### src/rtl/w_mem_reader_if.sv
// Handshake bundle between a weight memory, its read sequencer and the neuron MAC.
// W_MEM_READER_BIAS_EN adds the bias_in word carried as a trailing beat.
interface w_mem_reader_if #(
  parameter int addressWidth = 4,
  parameter int dataWidth    = 16
);
  logic                    start;
  logic                    busy;
  logic                    done;
  logic                    mem_ren;
  logic [addressWidth-1:0] mem_radd;
  logic [dataWidth-1:0]    mem_wout;
  logic                    w_valid;
  logic                    w_ready;
  logic [dataWidth-1:0]    w_data;
  logic [addressWidth-1:0] w_idx;
  logic                    w_last;
`ifdef W_MEM_READER_BIAS_EN
  logic [dataWidth-1:0]    bias_in;
`endif

  modport master (
`ifdef W_MEM_READER_BIAS_EN
    input  bias_in,
`endif
    input  start, mem_wout, w_ready,
    output busy, done, mem_ren, mem_radd, w_valid, w_data, w_idx, w_last
  );

  modport slave (
`ifdef W_MEM_READER_BIAS_EN
    output bias_in,
`endif
    output start, mem_wout, w_ready,
    input  busy, done, mem_ren, mem_radd, w_valid, w_data, w_idx, w_last
  );
endinterface

### src/rtl/w_mem_reader.sv
// Weight-memory read sequencer: issues reads 0..numWeight-1 under a 2-entry credit
// and streams the words out over valid/ready. W_MEM_READER_BIAS_EN appends a bias beat.
module w_mem_reader #(
  parameter int numWeight    = 10,
  parameter int addressWidth = $clog2(numWeight),
  parameter int dataWidth    = 16
) (
  input  logic           clk,
  input  logic           rst,
  w_mem_reader_if.master bus
);
  typedef enum logic [1:0] {IDLE, FETCH, DRAIN, DONE} state_t;

  typedef struct packed {
    logic [dataWidth-1:0]    data;
    logic [addressWidth-1:0] idx;
    logic                    last;
  } beat_t;

  localparam logic [addressWidth-1:0] LAST_ADDR = addressWidth'(numWeight - 1);

  state_t                  state, state_nxt;
  logic [addressWidth-1:0] cnt, radd_q;
  logic                    infl, infl_bias, bias_ph;
  logic                    issue, ren, credit, last_issue, push, pop;
  beat_t                   fifo [2];
  beat_t                   push_beat, head;
  logic                    rd_ptr, wr_ptr;
  logic [1:0]              occ;

  assign pop  = (occ != 2'd0) && bus.w_ready;
  assign push = infl;
  // Entries committed (buffered + in flight) after this cycle's pop must leave room.
  assign credit = ({1'b0, occ} + {2'b0, infl}) < (3'd2 + {2'b0, pop});

`ifdef W_MEM_READER_BIAS_EN
  assign last_issue = bias_ph;
`else
  assign bias_ph    = 1'b0;
  assign last_issue = (cnt == LAST_ADDR);
`endif

  always_ff @(posedge clk or posedge rst) begin
    if (rst) state <= IDLE;
    else     state <= state_nxt;
  end

  always_comb begin
    state_nxt = state;
    issue     = 1'b0;
    ren       = 1'b0;
    case (state)
      IDLE:  if (bus.start) state_nxt = FETCH;
      FETCH: if (credit) begin
        issue = 1'b1;
        ren   = !bias_ph;
        if (last_issue) state_nxt = DRAIN;
      end
      // Leave once the final beat is popped this cycle and nothing else can land.
      DRAIN: if (!infl && (occ == 2'd0 || (occ == 2'd1 && pop))) state_nxt = DONE;
      DONE:  state_nxt = IDLE;
      default: state_nxt = IDLE;
    endcase
  end

  always_ff @(posedge clk or posedge rst) begin
    if (rst) begin
      cnt       <= '0;
      radd_q    <= '0;
      infl      <= 1'b0;
      infl_bias <= 1'b0;
`ifdef W_MEM_READER_BIAS_EN
      bias_ph   <= 1'b0;
`endif
    end else begin
      infl      <= issue;
      infl_bias <= issue && bias_ph;
      if (state == IDLE && bus.start) begin
        cnt     <= '0;
        radd_q  <= '0;
`ifdef W_MEM_READER_BIAS_EN
        bias_ph <= 1'b0;
`endif
      end else if (issue && !bias_ph) begin
        radd_q <= cnt;
        if (cnt != LAST_ADDR) cnt <= cnt + addressWidth'(1);
`ifdef W_MEM_READER_BIAS_EN
        else bias_ph <= 1'b1;
`endif
      end
`ifdef W_MEM_READER_BIAS_EN
      else if (issue) bias_ph <= 1'b0;
`endif
    end
  end

  always_comb begin
    push_beat.data = bus.mem_wout;
    push_beat.idx  = radd_q;
`ifdef W_MEM_READER_BIAS_EN
    push_beat.last = 1'b0;
    if (infl_bias) begin
      push_beat.data = bus.bias_in;
      push_beat.idx  = '0;
      push_beat.last = 1'b1;
    end
`else
    push_beat.last = (radd_q == LAST_ADDR) && !infl_bias;
`endif
  end

  always_ff @(posedge clk or posedge rst) begin
    if (rst) begin
      fifo[0] <= '0;
      fifo[1] <= '0;
      rd_ptr  <= 1'b0;
      wr_ptr  <= 1'b0;
      occ     <= 2'd0;
    end else begin
      if (push) begin
        fifo[wr_ptr] <= push_beat;
        wr_ptr       <= !wr_ptr;
      end
      if (pop) rd_ptr <= !rd_ptr;
      occ <= occ + {1'b0, push} - {1'b0, pop};
    end
  end

  assign head         = fifo[rd_ptr];
  assign bus.busy     = (state != IDLE);
  assign bus.done     = (state == DONE);
  assign bus.mem_ren  = ren;
  // Between issues the address holds the last one sent.
  assign bus.mem_radd = ren ? cnt : radd_q;
  assign bus.w_valid  = (occ != 2'd0);
  assign bus.w_data   = head.data;
  assign bus.w_idx    = head.idx;
  assign bus.w_last   = head.last;
endmodule
### src/flat_wrapper.sv
// flat-port wrapper written by rule: the top's interface ports become plain ports
module w_mem_reader_flat 
#(
  parameter int numWeight    = 10,
  parameter int addressWidth = $clog2(numWeight),
  parameter int dataWidth    = 16
)
  (clk, rst, bus_start, bus_mem_wout, bus_w_ready, bus_busy, bus_done, bus_mem_ren, bus_mem_radd, bus_w_valid, bus_w_data, bus_w_idx, bus_w_last);
  w_mem_reader_if #(.addressWidth(addressWidth), .dataWidth(dataWidth)) bus_i ();
  input  logic clk;
  input  logic rst;
  input wire logic [$bits(bus_i.start)-1:0] bus_start;
  input wire logic [$bits(bus_i.mem_wout)-1:0] bus_mem_wout;
  input wire logic [$bits(bus_i.w_ready)-1:0] bus_w_ready;
  output wire logic [$bits(bus_i.busy)-1:0] bus_busy;
  output wire logic [$bits(bus_i.done)-1:0] bus_done;
  output wire logic [$bits(bus_i.mem_ren)-1:0] bus_mem_ren;
  output wire logic [$bits(bus_i.mem_radd)-1:0] bus_mem_radd;
  output wire logic [$bits(bus_i.w_valid)-1:0] bus_w_valid;
  output wire logic [$bits(bus_i.w_data)-1:0] bus_w_data;
  output wire logic [$bits(bus_i.w_idx)-1:0] bus_w_idx;
  output wire logic [$bits(bus_i.w_last)-1:0] bus_w_last;
  assign bus_i.start = bus_start;
  assign bus_i.mem_wout = bus_mem_wout;
  assign bus_i.w_ready = bus_w_ready;
  assign bus_busy = bus_i.busy;
  assign bus_done = bus_i.done;
  assign bus_mem_ren = bus_i.mem_ren;
  assign bus_mem_radd = bus_i.mem_radd;
  assign bus_w_valid = bus_i.w_valid;
  assign bus_w_data = bus_i.w_data;
  assign bus_w_idx = bus_i.w_idx;
  assign bus_w_last = bus_i.w_last;
  w_mem_reader #(.numWeight(numWeight), .addressWidth(addressWidth), .dataWidth(dataWidth)) u_core (.clk(clk), .rst(rst), .bus(bus_i));
endmodule
### config.mk
export PLATFORM = sky130hd
export DESIGN_NAME = w_mem_reader_flat
export DESIGN_NICKNAME = d
export VERILOG_FILES = /design/src/rtl/w_mem_reader_if.sv /design/src/rtl/w_mem_reader.sv /design/src/flat_wrapper.sv
export SDC_FILE = /design/constraint.sdc
export NUM_CORES = 1
export LEC_CHECK = 0
export ABC_AREA = 0
export ABC_CLOCK_PERIOD_IN_PS = 4010
export CAP_MARGIN = 15
export CELL_PAD_IN_SITES_DETAIL_PLACEMENT = 0
export CELL_PAD_IN_SITES_GLOBAL_PLACEMENT = 1
export CORE_MARGIN = 4
export CORE_UTILIZATION = 46
export CTS_CLUSTER_SIZE = 28
export DETAILED_ROUTE_END_ITERATION = 8
export PLACE_DENSITY_LB_ADDON = 0.1
export SLEW_MARGIN = 20
export SYNTH_ARGS = -nofsm -noshare
export SYNTH_HDL_FRONTEND = slang
export SYNTH_SLANG_ARGS = --single-unit
### constraint.sdc
create_clock -name clk -period 4.01 [get_ports clk]
set_input_delay 0.401 -clock clk [delete_from_list [all_inputs] [get_ports clk]]
set_output_delay 0.401 -clock clk [all_outputs]
set_load 0.005 [all_outputs]
==> impl_metrics.yaml, run 1 <==
place:
  dp.final_hpwl_mm: 3.749
  dpl_cell_area_sq_um: 3231
  dpl_worst_slack_ps: 1403
  io_buffer_count: 48
  place_congestion: 0.7782
floorplan:
  die_y_um: 84.31
  ios: 49
  core_sq_um: 5574
  num_rows: 27
  die-width_um: 84.31
  initial_utilization_pct: 48.06
  dieArea_sq_um: 7108
synthesis:
  synth-seq-cells: 57
  yosysWarnings: 0
  ys_seq_area_share_pct: 53.25
  synthTopCellsByArea: "dfrtp_1 (53%), mux2_2 (25%), ha_1 (4.7%)"
  synth_common_cells: "mux2_2 (60), dfrtp_1 (57), ha_1 (10)"
  syn_inst: 189
  syn-num-nets: 219
  synth_edf_count: 0
  synth_area_sq_um: 2679
  synth.top_cell.area_share_pct: 53.25
  yosysMostFrequentCell: "mux2_2"
  async_flop_share_pct: 100.0
  synth_top_cell_by_area: "dfrtp_1"
  synth.avg_cell_area_sq_um: 14.17
  synth.distinct_cells: 29
  synthFlopType: "dfrtp_1"
setup_path:
  cp_max_fo: 7
  path_cells: "ha_1 -> ha_1 -> nor2b_1 -> nand2b_4 -> mux2_4 -> clkdlybuf4s50_1"
  r2r_slack_ps: 2050
  cp-start-kind: "register"
  r2r-start: "u_core.infl$_DFF_PP0_"
  slowest_stage: "dfrtp_1"
  r2r_end: "u_core.state[1]$_DFFE_PP0P_"
  path_delay_family: "flip-flops"
  worstPathRequired_ps: 3610
  critPathCaptureType: "output pin"
  critPathBufInv: 1
  worst-r2r-cell-count: 6
  cp.depth: 6
  criticalPathCategory: "reg2out"
  crit_top_cell: "ha_1"
  worstPathArrival_ps: 2440
  crit_path_max_incr_delay_ps: 460
final_layout:
  num-fill-cells: 421
  synthToLayoutAreaGrowth_pct: 27.93
  nets: 272
  final_area_sq_um: 3427
  n_antenna_cell: 0
  drive_above_1_share_pct: 35.37
sta:
  period_share_pct: 70.73
  skew_ps: 7.069
  min_period_ps: 2836
  slew_headroom_pct: 32.79
  fmax_mhz: 352.6
  setup_ws_ps: 1174
  final-max-slew-violation-count: 0
  hold_viol: 0
  worstMarginPinSlew_ps: 1006
  setup_violations: 0
  rsz0062_at_grt: "false"
  finalSetupTns_ps: 0
global_route:
  grt_max_degree: 58
  overflow: 0
  grt_usage_pct: 16.44
  antenna_found_initial: 0
  grt_first_pass_wirelength_mm: 9.025
  grt_pass1_vias: 1886
clock_tree:
  cts_resized: 0
  cts_tree: "done"
  cts_htree_levels: 3
  cts_buffers: 9
  ctsHoldBuffers: 0
  root_buffer: "clkbuf_8"
  clockBufferDepth: 2
  cts.clk_slew.worst_paths_ps: 60
  post_cts_buffers: 0
  cts_sinks: 57
  clock_latency_ps: 330
routing:
  drt_wl_total_mm: 5.374
  drcViolationCount: 0
  drt_iter0_drc: 70
  post_drt_wl_per_cell_um: 16.90
  first_pass_iters: 4
  vias_per_cell: 5.223
  final_antenna_net_count: 0
  vias: 1661
job:
  drv_cap: 0
power:
  ir_worst_vdd_mv: 0.5610
  leakagePower_uw: 0.001490
  powerDensity_nw_per_um2: 872.3
  power_uw: 2989
hold_path:
  min_from: "u_core.fifo[0]$_DFFE_PP0P_"
  whs_path_depth: 2
  hold_class: "reg2reg"
  worstHoldEndpoint: "u_core.fifo[0]$_DFFE_PP0P_"
outcome:
  status: "complete, no violations"
==> layout make-up <==
class,count,area [sq um],share of cell area (%)
flip-flops and latches,57,1426,41.62
clock buffers,12,155.1,4.527
repair buffers,48,480.5,14.02
multi-input cells,119,1207,35.23
clock inverters,3,40.04,1.168
well taps,72,90.09,2.629
inverters,7,27.53,0.8032
==> worst max-delay path by stage <==
stage                          startpoint         endpoint
floorplan           u_core.infl$_DFF_PP0_  bus_mem_radd[0]
global placement              bus_w_ready  bus_mem_radd[3]
detailed placement            bus_w_ready  bus_mem_radd[2]
CTS                 u_core.infl$_DFF_PP0_  bus_mem_radd[2]
global route        u_core.infl$_DFF_PP0_  bus_mem_radd[2]
finish              u_core.infl$_DFF_PP0_  bus_mem_radd[2]
==> cell families (layout without fill, tap and decap cells) <==
family | count (synthesis) | after routing | share of synthesized area [%]
adder cells (fa/ha/maj) | 10 | 10 | 4.671
buffers and inverters | 13 | 70 | 1.962
AND/OR/NAND/NOR | 23 | 23 | 4.811
multiplexers | 67 | 67 | 28.77
AO/OA/AOI/OAI | 11 | 11 | 3.923
XOR/XNOR | 8 | 8 | 2.616
flip-flops | 57 | 57 | 53.25
==> cell usage in the layout, fill, tap and decap left out, types with 3 or more instances in the layout <==
| cell type | instances |
|---|---|
| dfrtp_1 | 57 |
| a21boi_1 | 3 |
| xnor2_1 | 7 |
| inv_1 | 6 |
| nand2_1 | 4 |
| ha_1 | 10 |
| mux2_4 | 5 |
| clkbuf_8 | 11 |
| nor2b_1 | 3 |
| nor2_1 | 8 |
| mux2_2 | 60 |
| clkinv_2 | 3 |
| clkdlybuf4s50_1 | 48 |
==> metrics by stage <==
stage                     hold slack, ps  util (%)  cells
after floorplan                    450.2         -    189
after global placement             463.3     57.87    303
after detailed placement           478.9     57.96    303
after CTS                          492.4     61.46    318
after global routing               508.0     61.48    318
final                              497.5     61.48    318
==> power by group <==
group	switching (uW)	internal, uW	total, uW
sequential	234	855	1090
combinational	471	905	1380
clock	209	315	525
==> state kept, by name, indices dropped and copies added (netlist names) <==
signal and flops:
u_core.rd_ptr 1, u_core.radd_q 4, u_core.state 2, u_core.wr_ptr 1, u_core.occ 2, u_core.infl 1, u_core.fifo 42, u_core.cnt 4
==> layer usage <==
metal	global-route usage [%]	up-vias	part of all wire, %
li1	-	769	-
met2	27.12	39	52
met5	0	-	0
met4	8.918	0	1.6
met1	19.31	845	43
met3	4.711	8	3.9
==> worst reg2reg max path: stages, from the launching register on <==
cell	delay (ps)
dfrtp_1	460
ha_1	220
ha_1	300
o21a_4	150
o31ai_4	230
o211ai_2	150
mux2_4	330
Note: power is estimated with default switching activity, not from simulation.
==> inputs of run 2 (changes only) <==
--- a/config.mk
+++ b/config.mk
@@ -6,12 +6,12 @@
 export NUM_CORES = 1
 export LEC_CHECK = 0
 export ABC_AREA = 0
-export ABC_CLOCK_PERIOD_IN_PS = 4010
+export ABC_CLOCK_PERIOD_IN_PS = 2700
 export CAP_MARGIN = 15
 export CELL_PAD_IN_SITES_DETAIL_PLACEMENT = 0
 export CELL_PAD_IN_SITES_GLOBAL_PLACEMENT = 1
 export CORE_MARGIN = 4
-export CORE_UTILIZATION = 46
+export CORE_UTILIZATION = 42
 export CTS_CLUSTER_SIZE = 28
 export DETAILED_ROUTE_END_ITERATION = 8
 export PLACE_DENSITY_LB_ADDON = 0.1
==> constraint.sdc (replaced) <==
create_clock -name clk -period 2.7 [get_ports clk]
set_input_delay 0.27 -clock clk [delete_from_list [all_inputs] [get_ports clk]]
set_output_delay 0.27 -clock clk [all_outputs]
set_load 0.005 [all_outputs]
==> run 2 against run 1 <==
Net effect: clock power grew 24%; first-iteration DRC count shrank 11%; cell count grew 4.1%; wire length grew 0.58%; via count grew 0.42%; setup slack lost 1100 ps; clock skew shrank 2.7 ps; die area grew 8.6%; cell area grew 1.2%; power grew 47%; critical path type unchanged; critical endpoint is now bus_mem_radd[0]; largest power group unchanged; highest routed layer unchanged.
==> impl_metrics.yaml, run 2 (same netlist as run 1, synthesis figures left out) <==
final_layout:
  synthToLayoutAreaGrowth_pct: 29.43
  num-fill-cells: 489
  final_cell_mix: "mux2_2 (60), dfrtp_1 (56), clkdlybuf4s50_1 (46)"
  final_common_cell: "mux2_2"
  nets: 281
  drive_above_1_share_pct: 39.06
  multi_input_area_sq_um: 1205
  n_antenna_cell: 0
  ff_latch_area_sq_um: 1428
  max_flop_register: "u_core.fifo"
  largest_register_ffs: 42
  reg.largest.list: "u_core.fifo x42, u_core.cnt x4, u_core.radd_q x4"
global_route:
  antenna_found_initial: 0
  grt_max_degree: 23
  grt_pass1_vias: 1864
  grt_usage_pct: 16.17
  globalRouteMet2Util_pct: 26.03
  overflow: 0
  busiest_layer: "met2"
  met3_usage_pct: 4.045
  grt_first_pass_wirelength_mm: 9.308
  use_met1_pct: 20.14
clock_tree:
  cts_sinks: 57
  root_buffer: "clkbuf_8"
  clock_latency_ps: 320
  cts_buffers: 9
  clockBufferDepth: 2
  cts_tree: "done"
  ctsHoldBuffers: 0
  cts.clk_slew.worst_paths_ps: 70
  cts_htree_levels: 3
setup_path:
  crit_top_cell: "ha_1"
  criticalPathCategory: "reg2out"
  r2r-start: "u_core.occ[0]$_DFF_PP0_"
  critPathCaptureType: "output pin"
  worstPathRequired_ps: 2430
  slowest_stage: "clkdlybuf4s50_1"
  cp-start-kind: "register"
  cp_max_fo: 5
  path_cells: "ha_1 -> ha_1 -> o21a_4 -> nand2b_4 -> mux2_4 -> clkdlybuf4s50_1"
  r2r_slack_ps: 710
  crit_path_max_incr_delay_ps: 450
  worst-r2r-cell-count: 7
  worstPathArrival_ps: 2340
  r2r_end: "u_core.state[1]$_DFFE_PP0P_"
routing:
  drt_wl_total_mm: 5.405
  post_drt_wl_per_cell_um: 16.33
  vias_per_cell: 5.039
  drcViolationCount: 0
  final_antenna_net_count: 0
  drt_iter0_drc: 62
  vias: 1668
  first_pass_iters: 6
sta:
  finalSetupTns_ps: 0
  setup_violations: 0
  worstMarginPinSlew_ps: 993.3
  hold_viol: 0
  final-max-slew-violation-count: 0
  slew_headroom_pct: 33.62
  min_period_ps: 2606
  fmax_mhz: 383.7
  skew_ps: 4.329
  period_share_pct: 96.53
  rsz0062_at_grt: "false"
  setup_ws_ps: 93.81
place:
  dpl_worst_slack_ps: 332.6
  place_congestion: 0.9126
  io_buffer_count: 48
  dp.final_hpwl_mm: 3.805
floorplan:
  die-width_um: 87.87
  num_rows: 28
  die_y_um: 87.87
  dieArea_sq_um: 7720
  initial_utilization_pct: 44.20
  ios: 49
  core_sq_um: 6061
job:
  drv_cap: 0
power:
  powerDensity_nw_per_um2: 1263
  ir_worst_vdd_mv: 0.6433
  leakagePower_uw: 0.001552
outcome:
  status: "complete, no violations"
hold_path:
  hold_class: "in2async"
-- run 2: critical path: cells and delay by family, from the launching register on --
family / cells / cell delay (ps)
adder cells (fa/ha/maj): 2 / 520
buffers and inverters: 1 / 450
flip-flops: 1 / 420
multiplexers: 1 / 310
AND/OR/NAND/NOR: 1 / 180
AO/OA/AOI/OAI: 1 / 130
-- run 2: timing repair --
action / in CTS / in global routing
hold endpoints to repair: 0 / 0
resized for setup: 1 / 3
endpoints found under the setup margin: 4 / 4
buffers inserted: 0 / 5
-- run 2: routing by layer --
metal,share of wire [%],routed length (um),vias up
li1,-,-,780
met1,43,2313,840
met2,50,2727,37
met3,4.8,262,11
met4,1.9,102,0
met5,0,0,-
-- run 2: where the power goes --
group / internal [uW] / switching, uW
registers: 1270 / 279
logic: 1410 / 763
clock network: 322 / 329
-- run 2: worst max path at each step --
stage                            start                           to  slack [ps]  depth (start not counted)
2_1_floorplan    u_core.infl$_DFF_PP0_  u_core.state[1]$_DFFE_PP0P_         870                          6
3_3_place_gp     u_core.infl$_DFF_PP0_              bus_mem_radd[3]         370                          6
3_5_place_dp     u_core.infl$_DFF_PP0_              bus_mem_radd[3]         330                          6
4_1_cts          u_core.infl$_DFF_PP0_              bus_mem_radd[1]         0.1                          6
5_1_grt        u_core.occ[0]$_DFF_PP0_              bus_mem_radd[3]         0.5                          6
6_report       u_core.occ[0]$_DFF_PP0_              bus_mem_radd[0]          90                          6
-- run 2: through the flow --
stage	hold WS [ps]	cells	instance area [sq um]	power, uW	util, %
after floorplan	355.6	189	2679	2791	-
after global placement	464.9	310	3259	3597	53.78
after detailed placement	470.7	310	3259	3685	53.78
after CTS	269.5	326	3423	4372	56.48
after global routing	295.9	331	3467	4710	57.20
final	264.4	331	3467	4380	57.20
-- run 2: area by class of cell --
cell class              count  area share [%]
flip-flops and latches     57           41.18
multi-input cells         119           34.75
repair buffers             57           15.95
clock buffers               9           3.573
well taps                  75           2.707
clock inverters             7           1.083
inverters                   7          0.7578
==> inputs of run 3 (changes only) <==
--- a/config.mk
+++ b/config.mk
@@ -6,13 +6,13 @@
 export NUM_CORES = 1
 export LEC_CHECK = 0
 export ABC_AREA = 0
-export ABC_CLOCK_PERIOD_IN_PS = 2700
+export ABC_CLOCK_PERIOD_IN_PS = 3000
 export CAP_MARGIN = 15
 export CELL_PAD_IN_SITES_DETAIL_PLACEMENT = 0
 export CELL_PAD_IN_SITES_GLOBAL_PLACEMENT = 1
 export CORE_MARGIN = 4
-export CORE_UTILIZATION = 42
-export CTS_CLUSTER_SIZE = 28
+export CORE_UTILIZATION = 46
+export CTS_CLUSTER_SIZE = 25
 export DETAILED_ROUTE_END_ITERATION = 8
 export PLACE_DENSITY_LB_ADDON = 0.1
 export SLEW_MARGIN = 20
==> constraint.sdc (replaced) <==
create_clock -name clk -period 3 [get_ports clk]
set_input_delay 0.3 -clock clk [delete_from_list [all_inputs] [get_ports clk]]
set_output_delay 0.3 -clock clk [all_outputs]
set_load 0.005 [all_outputs]
==> run 3 against run 2 <==
Net effect: via count shrank 1.0%; cell count down 2.7%; sequential share of layout area is 0.49 points lower; highest routed layer unchanged; global-route usage down 0.076 points; power down 3.8%.
==> impl_metrics.yaml, run 3 (same netlist as run 1, synthesis figures left out) <==
setup_path:
  cp_max_fo: 7
  cp-start-kind: "register"
  criticalPathCategory: "reg2out"
  r2r_end: "u_core.cnt[1]$_DFFE_PP0P_"
  worstPathArrival_ps: 2440
  r2r-start: "u_core.infl$_DFF_PP0_"
  critPathCaptureType: "output pin"
  r2r_slack_ps: 1000
  worst-r2r-cell-count: 7
  worstPathRequired_ps: 2700
place:
  dp.final_hpwl_mm: 3.651
  place_congestion: 0.7864
  io_buffer_count: 48
final_layout:
  final_common_cell: "mux2_2"
  nets: 275
  reg.largest.list: "u_core.fifo x42, u_core.cnt x4, u_core.radd_q x4"
  synthToLayoutAreaGrowth_pct: 30.87
  drive_above_1_share_pct: 36.40
  max_flop_register: "u_core.fifo"
  final_cell_mix: "mux2_2 (60), dfrtp_1 (57), clkdlybuf4s50_1 (48)"
  largest_register_ffs: 42
  n_antenna_cell: 0
clock_tree:
  cts.clk_slew.worst_paths_ps: 60
  cts_buffers: 9
  cts_sinks: 57
  root_buffer: "clkbuf_8"
  cts_resized: 0
  cts_tree: "done"
  cts_htree_levels: 3
  clock_latency_ps: 320
  ctsHoldBuffers: 0
  clockBufferDepth: 2
  post_cts_buffers: 0
sta:
  setup_violations: 0
  final-max-slew-violation-count: 0
  period_share_pct: 91.47
  slew_headroom_pct: 33.57
  rsz0062_at_grt: "false"
  holdWs_ps: 475.3
  skew_ps: 4.157
  fmax_mhz: 364.4
  hold_viol: 0
  finalSetupTns_ps: 0
  worstMarginPinSlew_ps: 994.0
  min_period_ps: 2744
global_route:
  grt_first_pass_wirelength_mm: 9.011
  grt_pass1_vias: 1854
  grt_max_degree: 58
  antenna_found_initial: 0
  grt_usage_pct: 16.10
  overflow: 0
floorplan:
  ios: 49
  dieArea_sq_um: 7108
  die_y_um: 84.31
  die-width_um: 84.31
  core_sq_um: 5574
  num_rows: 27
  initial_utilization_pct: 48.06
routing:
  first_pass_iters: 4
  drt_wl_total_mm: 5.240
  drt_iter0_drc: 40
  final_antenna_net_count: 0
  drcViolationCount: 0
  vias: 1651
  vias_per_cell: 5.127
  post_drt_wl_per_cell_um: 16.27
hold_path:
  whs_path_depth: 1
  hold_class: "reg2reg"
  min_from: "u_core.rd_ptr$_DFFE_PP0P_"
  worstHoldEndpoint: "u_core.rd_ptr$_DFFE_PP0P_"
power:
  powerDensity_nw_per_um2: 1202
  leakagePower_uw: 0.001533
  ir_worst_vdd_mv: 0.6170
job:
  drv_cap: 0
outcome:
  status: "complete, no violations"
==> run 3: cell types whose count changed in the layout (fill, tap and decap cells not counted), sizes merged <==
cell and delta:
clkbuf +1, dlymetal6s2s -2, buf -6, clkdlybuf4s50 +2, clkinvlp -1, bufinv +4
clkinv -4
==> run 3: through the flow <==
step	total power (uW)	setup WS [ps]	cell area, sq um	utilization [%]	std cells
floorplan	2512	1160	2679	-	189
global placement	3214	641.9	3248	58.27	306
detailed placement	3322	583.3	3248	58.27	306
CTS	4277	225.0	3506	62.90	322
global route	4496	97.37	3506	62.90	322
finish	4214	255.8	3506	62.90	322
==> run 3: worst max-delay path by stage <==
stage	from	endpoint	slack, ps	depth (start not counted)
after CTS	u_core.infl$_DFF_PP0_	bus_mem_radd[2]	220	6
final	u_core.infl$_DFF_PP0_	bus_mem_radd[2]	260	6
after global placement	bus_w_ready	bus_mem_radd[3]	640	6
after floorplan	u_core.infl$_DFF_PP0_	bus_mem_radd[0]	1160	5
after global routing	u_core.infl$_DFF_PP0_	bus_mem_radd[1]	100	6
after detailed placement	bus_w_ready	bus_mem_radd[2]	580	6
==> run 3: layer usage <==
metal  routed length [um]  GRT usage, %
met2                 2695         28.05
met4                   59         4.386
met3                  237         5.005
met1                 2247         19.23
met5                    0             0
==> run 3: final cells by class <==
cell class / count / area [sq um]
tap: 72 / 90.09
fill: 448 / 2068
clock inverter: 6 / 130.1
clock buffer: 10 / 127.6
inverter: 7 / 26.28
sequential: 57 / 1426
timing repair buffer: 51 / 503.0
multi-input combinational: 119 / 1202
==> run 3: critical path, stage by stage (launching register included) <==
cell and delay, ps:
dfrtp_1 470, ha_1 220, ha_1 240, nor2b_1 290, nand2b_4 130, mux2_4 320, clkdlybuf4s50_1 450
==> run 3: where the power goes <==
group	switching, uW	internal, uW
combinational	683	1220
clock	290	633
sequential	248	1140
